===== config.mk =====
export PLATFORM = sky130hd
export DESIGN_NAME = sysbus_tag_arbiter
export DESIGN_NICKNAME = d
export VERILOG_FILES = /design/src/rtl/sysbus_pkg.sv /design/src/rtl/sysbus_tag_arbiter_rr.sv /design/src/rtl/sysbus_tag_arbiter.sv
export SDC_FILE = /design/constraint.sdc
export NUM_CORES = 1
export LEC_CHECK = 0
export BUFFER_PORTS_ARGS = -buffer_cell sky130_fd_sc_hd__buf_2
export CAP_MARGIN = 15
export CORE_AREA = 4 4 187 189
export CTS_BUF_LIST = sky130_fd_sc_hd__clkbuf_2
export DETAILED_ROUTE_END_ITERATION = 6
export DIE_AREA = 0 0 191 193
export GPL_ROUTABILITY_DRIVEN = 0
export PLACE_DENSITY_LB_ADDON = 0.3
export REMOVE_ABC_BUFFERS = 1
export SLEW_MARGIN = 40
export SYNTH_ARGS = -nofsm -noshare
export SYNTH_HDL_FRONTEND = slang
export SYNTH_SLANG_ARGS = --single-unit

===== constraint.sdc =====
create_clock -name clk -period 2.6 [get_ports clk]
set_clock_uncertainty 0.15 [all_clocks]
set_input_delay 0.13 -clock clk [delete_from_list [all_inputs] [get_ports clk]]
set_output_delay 0.13 -clock clk [all_outputs]
set_load 0.01 [all_outputs]

===== src/rtl/sysbus_pkg.sv =====
// Shared Sysbus arbiter definitions: FSM state encoding, tag layout and
// the tag-building helper used by sysbus_tag_arbiter.
package sysbus_pkg;

    typedef enum logic [2:0] {
        IDLE,
        ADDR,
        WDATA,
        WAIT,
        RESP
    } arb_state_t;

    // Native Sysbus tag width; the tag layout below is defined against it.
    localparam int SYSBUS_TAG_WIDTH = 13;
    localparam int TAG_WRITE_BIT    = SYSBUS_TAG_WIDTH - 1;
    localparam int TAG_OWNER_BIT    = 0;

    // Tag = write flag in the top bit, owner id in bit 0, everything else zero.
    function automatic logic [SYSBUS_TAG_WIDTH-1:0] make_tag(input logic write, input logic owner);
        logic [SYSBUS_TAG_WIDTH-1:0] tag;
        tag                = '0;
        tag[TAG_WRITE_BIT] = write;
        tag[TAG_OWNER_BIT] = owner;
        return tag;
    endfunction

endpackage


===== src/rtl/sysbus_tag_arbiter_rr.sv =====
// Two-way round-robin picker. The pointer only matters when both ports
// request together; it then names the winner and flips to the other port.
module rr_arbiter2 (
    input  logic       clk,
    input  logic       reset,
    input  logic [1:0] valid,
    input  logic       take,
    output logic       pick
);

    logic rr_ptr;

    // Winner selection: pointer breaks ties, a lone requester always wins.
    always_comb begin
        unique case (valid)
            2'b11:   pick = rr_ptr;
            2'b10:   pick = 1'b1;
            default: pick = 1'b0;
        endcase
    end

    // Pointer register: moves past the winner of a contested arbitration.
    // NOTE: state registers use non-blocking assignments so every flop samples pre-edge values.
    always_ff @(posedge clk) begin
        if (reset)
            rr_ptr <= 1'b0;
        else if (take && (&valid))
            rr_ptr <= ~rr_ptr;
    end

endmodule


===== src/rtl/sysbus_tag_arbiter.sv =====
// Sysbus master-port sharer for instruction fetch (port 0) and data cache
// (port 1). Arbitrates whole line transactions, drives the request phase,
// tags requests with the owner and routes read beats back by tag.
// Optional build macro: SYSBUS_ARB_TIMEOUT_EN adds a 10-bit response watchdog.
module sysbus_tag_arbiter
    import sysbus_pkg::*;
#(
    parameter int DATA_WIDTH = 64,
    parameter int TAG_WIDTH  = 13,
    parameter int BEATS      = 8
) (
    input  logic                  clk,
    input  logic                  reset,
    input  logic [1:0]            rq_valid,
    input  logic [1:0]            rq_write,
    input  logic [DATA_WIDTH-1:0] rq_addr0,
    input  logic [DATA_WIDTH-1:0] rq_addr1,
    input  logic [DATA_WIDTH-1:0] rq_wdata0,
    input  logic [DATA_WIDTH-1:0] rq_wdata1,
    output logic [1:0]            rq_grant,
    output logic [1:0]            rq_wnext,
    output logic [1:0]            rs_valid,
    output logic [DATA_WIDTH-1:0] rs_data,
    output logic                  rs_last,
    output logic                  tag_err,
    output logic [DATA_WIDTH-1:0] req,
    output logic [TAG_WIDTH-1:0]  reqtag,
    output logic                  reqcyc,
    input  logic                  reqack,
    input  logic [DATA_WIDTH-1:0] resp,
    input  logic [TAG_WIDTH-1:0]  resptag,
    input  logic                  respcyc,
    output logic                  respack
);

    localparam int CNT_W = (BEATS > 1) ? $clog2(BEATS) : 1;
    localparam logic [CNT_W-1:0] LAST_BEAT = CNT_W'(BEATS - 1);

    arb_state_t            state, state_n;
    logic [CNT_W-1:0]      cnt, cnt_n;
    logic                  owner;
    logic                  wr;
    logic [DATA_WIDTH-1:0] addr;
    logic                  take;
    logic                  pick;
    logic                  resp_match;
    logic                  good_beat;
    logic [TAG_WIDTH-1:0]  cur_tag;
    logic [TAG_WIDTH-1:0]  read_tag;

`ifdef SYSBUS_ARB_TIMEOUT_EN
    localparam int WDOG_WIDTH = 10;
    localparam logic [WDOG_WIDTH-1:0] WDOG_MAX = '1;
    logic [WDOG_WIDTH-1:0] wd;
`endif

    rr_arbiter2 u_rr (
        .clk   (clk),
        .reset (reset),
        .valid (rq_valid),
        .take  (take),
        .pick  (pick)
    );

    // The tag layout assumes TAG_WIDTH equals the native Sysbus tag width.
    assign cur_tag    = TAG_WIDTH'(make_tag(wr, owner));
    assign read_tag   = TAG_WIDTH'(make_tag(1'b0, owner));
    assign resp_match = (resptag == read_tag);
    assign good_beat  = respcyc && resp_match && ((state == WAIT) || (state == RESP));

    // Next-state and all bus/requester outputs; read beats pass through combinationally.
    // NOTE: every output and next-state variable gets a default first so no latch is inferred.
    always_comb begin
        state_n  = state;
        cnt_n    = cnt;
        take     = 1'b0;
        reqcyc   = 1'b0;
        req      = '0;
        reqtag   = '0;
        rq_grant = '0;
        rq_wnext = '0;
        rs_valid = '0;
        rs_data  = '0;
        rs_last  = 1'b0;
        respack  = respcyc;
        // Any beat we cannot route is still acked so the bus never stalls on it.
        tag_err  = respcyc && !good_beat;

        if (good_beat) begin
            rs_valid[owner] = 1'b1;
            rs_data         = resp;
            rs_last         = (cnt == LAST_BEAT);
        end

        unique case (state)
            IDLE: begin
                if (|rq_valid) begin
                    take    = 1'b1;
                    state_n = ADDR;
                end
            end
            ADDR: begin
                reqcyc = 1'b1;
                req    = addr;
                reqtag = cur_tag;
                if (reqack) begin
                    rq_grant[owner] = 1'b1;
                    cnt_n           = '0;
                    state_n         = wr ? WDATA : WAIT;
                end
            end
            WDATA: begin
                reqcyc = 1'b1;
                req    = owner ? rq_wdata1 : rq_wdata0;
                reqtag = cur_tag;
                if (reqack) begin
                    rq_wnext[owner] = 1'b1;
                    if (cnt == LAST_BEAT) begin
                        cnt_n   = '0;
                        state_n = IDLE;
                    end else begin
                        cnt_n = cnt + 1'b1;
                    end
                end
            end
            WAIT, RESP: begin
                if (good_beat) begin
                    if (cnt == LAST_BEAT) begin
                        cnt_n   = '0;
                        state_n = IDLE;
                    end else begin
                        cnt_n   = cnt + 1'b1;
                        state_n = RESP;
                    end
                end
`ifdef SYSBUS_ARB_TIMEOUT_EN
                else if (wd == WDOG_MAX) begin
                    // Abandon the line: owner sees no rs_last and must re-request.
                    tag_err = 1'b1;
                    cnt_n   = '0;
                    state_n = IDLE;
                end
`endif
            end
            default: begin
                state_n = IDLE;
            end
        endcase
    end

    // State, beat counter and the latched transaction (owner, direction, address).
    always_ff @(posedge clk) begin
        if (reset) begin
            state <= IDLE;
            cnt   <= '0;
            owner <= 1'b0;
            wr    <= 1'b0;
            addr  <= '0;
        end else begin
            state <= state_n;
            cnt   <= cnt_n;
            if (take) begin
                owner <= pick;
                wr    <= pick ? rq_write[1] : rq_write[0];
                addr  <= pick ? rq_addr1 : rq_addr0;
            end
        end
    end

`ifdef SYSBUS_ARB_TIMEOUT_EN
    // Watchdog: counts idle response cycles, restarts on every routed beat or exit.
    always_ff @(posedge clk) begin
        if (reset)
            wd <= '0;
        else if (((state == WAIT) || (state == RESP)) && !good_beat && (state_n != IDLE))
            wd <= wd + 1'b1;
        else
            wd <= '0;
    end
`endif

endmodule


==> impl_results.md <==
- I/O Pins: between 400 and 500
- Met2 WL: roughly 14 mm
- Hold_ws: 0.256 ns
- Mapped cell area: 5310 sq um
- First-pass DRT Iterations: 4
- Post-synthesis average cell area: around 7.9 sq um
- Global-route wire length before repair: 37.9 mm
- Slew Viols, Final: 0
- RR Startpoint: state[2]
- Peak Freq: 394 MHz
- Final Hold Vio Count: 0
- Power Dens Cells: ~640 nW/um^2
- ANT nets after route: 0
- WL final: 26.5 mm
- Worst VDD drop: between 0.0005 and 0.0006 V
- Largest net degree at the start of global routing: roughly 130
- Pwr Total: around 0.0064 W
- Top Layer Used: met5
- Worst Path Arrival: approximately 2.9 ns
- TNS Setup: 0 ns
- RSZ-0062 raised after global routing: yes
- Clk Latency, worst-skew pair: 0.54 ns
- HPWL Detailed: around 21 mm
- Root buffer cell: clkbuf_2
- Initial core utilization: 15.9%
- Count of final setup violators: 0
- Antenna violations before repair: 4
- Die Wd: 191 um
- Relative slew slack: approximately half
- Die height: between 150 and 200 um
- CP Capture Type: flip-flop
- Maxcap violations: 0
- Avg Vias per Cell: between 4 and 5
- CP max FO: 7
- Vias in the first global route: approximately 7.2k
- Number of library cell types mapped by synthesis: 43
- Static Leakage: 5.07 nW
- YS warnings: 0
- R2R Setup Slk: 0.06 ns
- Min Tclk post-route: about 2.5 ns
- Reg clk slew, reported paths: around 0.22 ns
- Final Util: 29.9%
- Port Buffer Count: 480
- Startpoint types: flip-flop
- Drt wl/cell: between 15 and 20 um
- Wire length on met3: roughly 1.9 mm
- HP Class: input pin to flip-flop
- Crit path to: u_rr.rr_ptr
- Met1 wire length: ~9.6 mm
- Yosys reg bits: 73
- Sequential area share after synthesis: between 20% and 30%
- Crit path from: state[2]
- TritonCTS clock tree: yes
- CTS H-tree lvls: 3
- Die ar.: 36900 sq um
- Most common cell after layout, fill and taps aside: buf_2
- Via count: roughly 7k
- GRT overflow: 0
- Clk buf depth: 2
- Core area: roughly 33000 sq um
- # rows: 67
- Critical Path RT: ~2.9 ns
- Synth Instances: roughly 670
- Layout cells sized above 1: between 40% and 50%
- Final period util: a little over nine tenths
- Total GRT Usage: between 10% and 20%
- Area Overhead vs Synth: 87.5%
- WS Path Type: flip-flop to flip-flop
- Clock Sink Count: 73
- Worst Max-Slew Pin Slew: 0.732 ns
- Fin nets: 1620
- Most frequent cells in the layout: buf_2, dlygate4sd3_1, mux2i_1
- Worst reg2reg endpoint: u_rr.rr_ptr
- Iter 0 DRT Violations: 176
- CTS Buf Count: 9
- Outcome: completed
- R2R depth: 8
- Drt drc: 0
-- per-stage QoR --
step / worst slack [ns] / cells / area [sq um]
detailed placement: 0.290 / 1559 / 8200
global placement: 0.422 / 1559 / 8200
CTS: 0.00272 / 1723 / 9840
floorplan: -2.78 / 611 / 4990
global route: -0.0418 / 1733 / 9950
finish: 0.0612 / 1733 / 9950
-- registers in the layout, summed over array words and instances (netlist names) --
register / flops
wr: 1
u_rr.rr_ptr: 1
owner: 1
cnt: 3
addr: 64
state: 3
-- worst max-delay path: stages, from the launching register on --
cell and delay (ns):
dfxtp_4 0.41, clkbuf_2 0.14, nor3_2 0.22, buf_4 0.17
nand3_1 0.07, dlygate4sd3_1 0.57, xor2_1 0.13, nor2_1 0.05
dlygate4sd3_1 0.56
-- layer usage --
layer  vias up  track usage [%]
met5         -                0
met4         2             4.94
met3        36             3.15
met2       312             26.2
met1      3231             13.5
li1       3552                -
-- final cells by class --
cell class / instances / area, sq um
fillers: 3624 / 23300
repair buffers: 655 / 4200
multi-input cells: 535 / 3590
flip-flops and latches: 73 / 1480
well taps: 448 / 561
clock buffers: 12 / 60.1
clock inverters: 4 / 43.8
inverters: 3 / 11.3
diodes: 3 / 7.51
-- logic make-up after synthesis --
group | after synthesis | share of synthesized area, %
and+or+nand+nor | 241 | 21.9
AOI/OAI and AO/OA | 146 | 17.8
muxes | 132 | 25.0
buffers and inverters | 76 | 6.77
DFF | 73 | 27.5
xor gates and xnor gates | 3 | 0.495
adders and majority gates | 2 | 0.472
other | 1 | 0.0707
-- how the worst min path moves through the flow --
| stage | startpoint | to | slack, ns | cells after the start |
|---|---|---|---|---|
| after floorplan | reset | owner | 0.05 | 1 |
| after global placement | rq_addr1[30] | addr[30] | 0.32 | 3 |
| after detailed placement | rq_addr1[61] | addr[61] | 0.33 | 3 |
| after CTS | resptag[8] | cnt[0] | 0.09 | 6 |
| after global routing | rq_addr0[13] | addr[13] | 0.13 | 4 |
| final | rq_addr0[31] | addr[31] | 0.26 | 4 |
-- power by group --
group / leakage [nW] / internal (W) / switching, W
combinational: 4.39 / 0.00179 / 0.00211
clock: 0.0734 / 0.000228 / 0.000426
sequential: 0.608 / 0.00156 / 0.000248
total: 5.07 / 0.00358 / 0.00279
-- synth_stat cells, drive strengths merged --
| library cell | n | area, sq um |
|---|---|---|
| mux2i | 131 | 1310 |
| nor2 | 79 | 297 |
| dfxtp | 73 | 1460 |
| nand2 | 71 | 269 |
| and2 | 68 | 425 |
| o21ai | 67 | 335 |
| a211oi | 66 | 508 |
| clkbuf | 42 | 160 |
| buf | 31 | 188 |
| a21oi | 6 | 30.0 |
| nand2b | 5 | 38.8 |
| inv | 3 | 11.3 |
| nor2b | 3 | 18.8 |
| nor3 | 3 | 20.0 |
| or3b | 3 | 26.3 |
| a211o | 2 | 17.5 |
| ha | 2 | 25.0 |
| nand3 | 2 | 10.0 |
| xnor2 | 2 | 17.5 |
| a2111oi | 1 | 8.76 |
| a2bb2o | 1 | 11.3 |
| a32oi | 1 | 8.76 |
| and2b | 1 | 7.51 |
| and3 | 1 | 6.26 |
| conb | 1 | 3.75 |
| mux2 | 1 | 15.0 |
| nand3b | 1 | 7.51 |
| nor3b | 1 | 7.51 |
| nor4 | 1 | 6.26 |
| nor4b | 1 | 8.76 |
| o31ai | 1 | 7.51 |
| o41ai | 1 | 16.3 |
| or4 | 1 | 11.3 |
| xor2 | 1 | 8.76 |
-- timing repair --
| action | 4_1_cts | 5_1_grt |
|---|---|---|
| setup endpoints to repair | 132 | 60 |
| gates resized for setup | 16 | 6 |
| endpoints found under the hold margin | 73 | 0 |
| hold buffers | 143 | 0 |
| gates cloned | 1 | 1 |
| setup buffers | 4 | 6 |
| pin swaps | 1 | 3 |
No activity file was read; power rests on OpenSTA's default activity.
